<file path="config.mk">
export PLATFORM = sky130hd
export DESIGN_NAME = dc_fill_poller
export DESIGN_NICKNAME = d
export VERILOG_FILES = /design/src/rtl/dc_fill_poller.sv
export SDC_FILE = /design/constraint.sdc
export NUM_CORES = 1
export LEC_CHECK = 0
export CORE_AREA = 2 2 110 112
export DETAILED_ROUTE_END_ITERATION = 12
export DIE_AREA = 0 0 112 114
export PLACE_DENSITY = 0.67
export SLEW_MARGIN = 0
export SYNTH_ARGS = -nofsm -noshare
export SYNTH_HDL_FRONTEND = slang
export SYNTH_SLANG_ARGS = --single-unit
</file>
<file path="constraint.sdc">
create_clock -name clk -period 2.92 [get_ports clk]
set_clock_uncertainty 0.15 [all_clocks]
set_input_delay 0.438 -clock clk [delete_from_list [all_inputs] [get_ports clk]]
set_output_delay 0.438 -clock clk [all_outputs]
set_load 0.01 [all_outputs]
</file>
<file path="src/rtl/dc_fill_poller.sv">
// rtl/dc_fill_poller.sv - round-robin fill-level poller with hysteretic almost_full flags
module dc_fill_poller #(
  parameter int NUM_FIFO     = 4,
  parameter int READ_LATENCY = 1,
  parameter int FULL_LEVEL   = 490,
  parameter int RESUME_LEVEL = 400,
  parameter int FIFO_DEPTH   = 512
) (
  input  logic                     clk,
  input  logic                     rst_n,
  input  logic                     enable,
  output logic [NUM_FIFO-1:0]      csr_address,
  output logic [NUM_FIFO-1:0]      csr_read,
  output logic [NUM_FIFO-1:0]      csr_write,
  output logic [32*NUM_FIFO-1:0]   csr_writedata,
  input  logic [32*NUM_FIFO-1:0]   csr_readdata,
  output logic [NUM_FIFO-1:0]      almost_full,
  output logic                     any_almost_full,
  output logic [NUM_FIFO-1:0]      level_err,
  output logic                     sweep_done
);

  localparam int IDX_W = (NUM_FIFO > 1) ? $clog2(NUM_FIFO) : 1;
  localparam int LAT_W = $clog2(READ_LATENCY + 1);

  localparam logic [IDX_W-1:0] C_LAST_IDX = IDX_W'(NUM_FIFO - 1);
  localparam logic [LAT_W-1:0] C_LAT      = LAT_W'(READ_LATENCY);
  localparam logic [31:0]      C_DEPTH    = 32'(FIFO_DEPTH);
  localparam logic [31:0]      C_FULL     = 32'(FULL_LEVEL);
  localparam logic [31:0]      C_RESUME   = 32'(RESUME_LEVEL);

  typedef enum logic [1:0] {
    S_IDLE = 2'd0,
    S_REQ  = 2'd1,
    S_WAIT = 2'd2
  } state_t;

  state_t              r_state;
  logic [IDX_W-1:0]    r_idx;
  logic [LAT_W-1:0]    r_lat_cnt;
  logic [NUM_FIFO-1:0] r_csr_read;
  logic [NUM_FIFO-1:0] r_almost_full;
  logic                r_any_almost_full;
  logic [NUM_FIFO-1:0] r_level_err;
  logic                r_sweep_done;

  logic [31:0]         w_level;
  logic                w_sample;
  logic [IDX_W-1:0]    w_idx_next;
  logic [NUM_FIFO-1:0] w_sel_cur;
  logic [NUM_FIFO-1:0] w_sel_next;

  // Sample point, next poll target and one-hot strobes for the current and next FIFO
  always_comb begin
    w_level    = csr_readdata[32*r_idx +: 32];
    w_sample   = (r_state == S_WAIT) && (r_lat_cnt == C_LAT);
    w_idx_next = (r_idx == C_LAST_IDX) ? '0 : r_idx + IDX_W'(1);
    w_sel_cur  = NUM_FIFO'(1) << r_idx;
    w_sel_next = NUM_FIFO'(1) << w_idx_next;
  end

  // Poll sequencer: issue one read, wait out the latency, evaluate, advance
  always_ff @(posedge clk or negedge rst_n) begin
    if (!rst_n) begin
      r_state           <= S_IDLE;
      r_idx             <= '0;
      r_lat_cnt         <= '0;
      r_csr_read        <= '0;
      r_almost_full     <= '0;
      r_any_almost_full <= 1'b0;
      r_level_err       <= '0;
      r_sweep_done      <= 1'b0;
    end else begin
      r_csr_read        <= '0;
      r_sweep_done      <= 1'b0;
      r_any_almost_full <= |r_almost_full;
      case (r_state)
        S_IDLE: begin
          if (enable) begin
            r_state    <= S_REQ;
            r_csr_read <= w_sel_cur;
          end
        end
        S_REQ: begin
          // The read strobe is already on the bus; the read is never abandoned
          r_lat_cnt <= LAT_W'(1);
          r_state   <= S_WAIT;
        end
        S_WAIT: begin
          r_lat_cnt <= r_lat_cnt + LAT_W'(1);
          if (w_sample) begin
            if (w_level > C_DEPTH) begin
              r_level_err[r_idx]   <= 1'b1;
              r_almost_full[r_idx] <= 1'b1;
            end else if (w_level >= C_FULL) begin
              r_almost_full[r_idx] <= 1'b1;
            end else if (w_level <= C_RESUME) begin
              r_almost_full[r_idx] <= 1'b0;
            end
            r_idx        <= w_idx_next;
            r_sweep_done <= (r_idx == C_LAST_IDX);
            if (enable) begin
              r_state    <= S_REQ;
              r_csr_read <= w_sel_next;
            end else begin
              r_state <= S_IDLE;
            end
          end
        end
        default: begin
          r_state <= S_IDLE;
        end
      endcase
    end
  end

  assign csr_address     = '0;
  assign csr_write       = '0;
  assign csr_writedata   = '0;
  assign csr_read        = r_csr_read;
  assign almost_full     = r_almost_full;
  assign any_almost_full = r_any_almost_full;
  assign level_err       = r_level_err;
  assign sweep_done      = r_sweep_done;

endmodule

</file>
==> results.yml <==
floorplanning:
  die_area_mm2: 0.0128
  die_w_um: 112
  pin_count: 281
  start_util_pct: 22.0
  die_h_um: 114
  core_area_mm2: 0.0117
  core.rowCount: 40
synthesis:
  netlist_area_mm2: 0.00258
  yosys_warnings: 0
  synth.top_cell.area_share_pct: 39.6
  synth_cell_types: 39
  netlist_top_cells_area: "buf_4 (40%), dfrtp_1 (18%), mux4_2 (8.7%)"
  syn_area_per_cell_um2: 9.17
  syn_inst: 281
  synth_seq_cells: 19
  synth_area_leader_cell: "buf_4"
  synth_edf_count: 0
  async_flop_share_pct: 100
  ys_seq_area_share_pct: 18.5
  synth_flop_cell: "dfrtp_1"
power_and_ir_drop:
  vdd_ir_drop_max_uv: 400
  p_leak_nw: 1.63
  power.density_mw_per_mm2: 507
finish:
  fin_util_pct: 32.4
  num-nets-final: 576
  layout-drive-gt1-share_pct: 6.25
  num_antenna_cells: 0
  syn2layout_area_growth_pct: 47.4
clocking:
  clkLatencyLatePin_ps: 250
  cts_setup_buffers: 0
  cts-hold-fix-buffers: 0
  htree_num_levels: 1
  clk_pin_slew_worst_paths_ps: 50
  cts_sinks: 19
  cts_root_buf: "clkbuf_16"
  cts_tree: "done"
  cts_buffers: 3
  cts_buffer_depth: 2
  cts_resized: 0
route:
  vias: 2191
  drt-initial-drc-count: 37
  via_per_inst: 3.78
  drtPass1Iterations: 4
  post-route-drc-count: 0
  routed_wl_um: 7190
  ant_nets: 0
  routedWlPerCell_um: 12.4
status:
  status: "complete, no violations"
worst_setup_path:
  critical_path.max_fanout: 7
  rrSetupSlack_ps: 230
  cp-start-kind: "primary input"
  critPathKind: "in2reg"
  cp-end-kind: "flop"
  cp_data_required_time_ps: 2900
  cp_data_arrival_time_ps: 2720
grt:
  grt_max_degree: 20
  grt_pass1_wl_um: 10300
  antenna_found_initial: 0
  grt-ovfl-total: 0
  grt_use_total_pct: 9.99
  grt_pass1_vias: 2138
sta:
  slew_headroom_pct: 41.9
  rsz0062_at_grt: "no"
  setup_violations: 0
  hold_viol: 0
  tightestPinTransition_ps: 860
  fin_crit_sh_pct: 93.9
  layout_min_cycle_time_ps: 2740
  drv_slew: 0
  finalSetupTns_ps: 0
  maxClockFrequency_mhz: 365
min_path:
  hold_class: "reg2reg"
placed_design:
  dp_hpwl_um: 6450
  io_buffers: 144
  gp_congestion: 0.785
job:
  drv_cap: 0
[stage by stage]
stage / cell area [um^2] / hold slack [ps] / worst slack, ps / std cells / power (W)
6_report: 3800 / 321 / 178 / 579 / 0.00192
5_1_grt: 3800 / 349 / 55.9 / 579 / 0.00206
4_1_cts: 3800 / 323 / 54.0 / 579 / 0.00194
3_5_place_dp: 3720 / 306 / -89.0 / 575 / 0.00166
3_3_place_gp: 3720 / 287 / -57.0 / 575 / 0.00163
2_1_floorplan: 3080 / -7.59 / 403 / 416 / 0.00125
[power breakdown]
part           internal, W  total [W]  switching, W
Combinational     0.000600    0.00118      0.000581
Sequential        0.000364   0.000463     0.0000997
Clock             0.000186   0.000279     0.0000934
[layer usage]
| layer | part of all wire (%) | vias up | track usage [%] |
|---|---|---|---|
| met1 | 36 | 1017 | 11.0 |
| li1 | - | 1023 | - |
| met2 | 54 | 145 | 19.8 |
| met4 | 0.68 | 0 | 1.95 |
| met3 | 9.0 | 6 | 2.02 |
| met5 | 0 | - | 0 |
[path summary, 6_finish.rpt]
| kind | from | to | depth (start not counted) |
|---|---|---|---|
| max | csr_readdata[27] | flop | 9 |
| min | level_err[2] | level_err[2] | 1 |
| max reg2reg | r_idx[0] | flop | 6 |
| min reg2reg | level_err[2] | level_err[2] | 1 |
| max in group asynchronous | rst_n | r_idx[0] | 1 |
| min in group asynchronous | rst_n | csr_read[0] | 1 |
[cell usage in the layout, fill, tap and decap left out, drive strengths merged, types with 5 or more instances in the layout]
cell             n
mux4            11
dfrtp           19
ha              12
inv              6
nor2            11
or4              5
nor4            18
conb           136
buf              8
nor3             5
nand2           10
clkdlybuf4s50  144
[Yosys cell counts, types with 2 or more instances]
| library cell | n |
|---|---|
| inv_1 | 6 |
| o2111ai_1 | 4 |
| nor3_1 | 5 |
| mux4_2 | 10 |
| and3_1 | 3 |
| buf_6 | 2 |
| o21ai_0 | 3 |
| a22oi_1 | 4 |
| clkinv_1 | 2 |
| a21oi_1 | 2 |
| nor2_1 | 11 |
| nor4_1 | 16 |
| or4_1 | 5 |
| a31o_1 | 3 |
| nor2b_1 | 4 |
| a32o_1 | 4 |
| dfrtp_1 | 19 |
| nand2_1 | 10 |
| buf_4 | 136 |
| ha_1 | 12 |
| a311oi_1 | 2 |
[cell families after synthesis]
logic type               after synthesis  synth area share (%)
AO/OA/AOI/OAI                         30                  10.0
adder cells (fa/ha/maj)               12                  5.83
buffers and inverters                148                  42.0
flip-flops                            19                  18.5
multiplexers                          12                  10.2
other                                  1                 0.146
AND/OR/NAND/NOR                       59                  13.4
[worst max-delay path, cell delays in order]
cell,delay (ps)
clkdlybuf4s50_1,390
nor4_1,290
buf_4,160
nand2_1,50
mux4_2,520
nor4_4,270
buf_4,190
nand2_1,100
a32o_1,300
[final cells by class]
cell class	instances	area (um^2)
Clock buffer	4	78.8
Fill cell	1211	7910
Inverter	8	30.0
Multi-Input combinational cell	249	1530
Sequential cell	19	477
Tap cell	147	184
Timing Repair Buffer	152	1500
(Power assumes the default switching activity.)
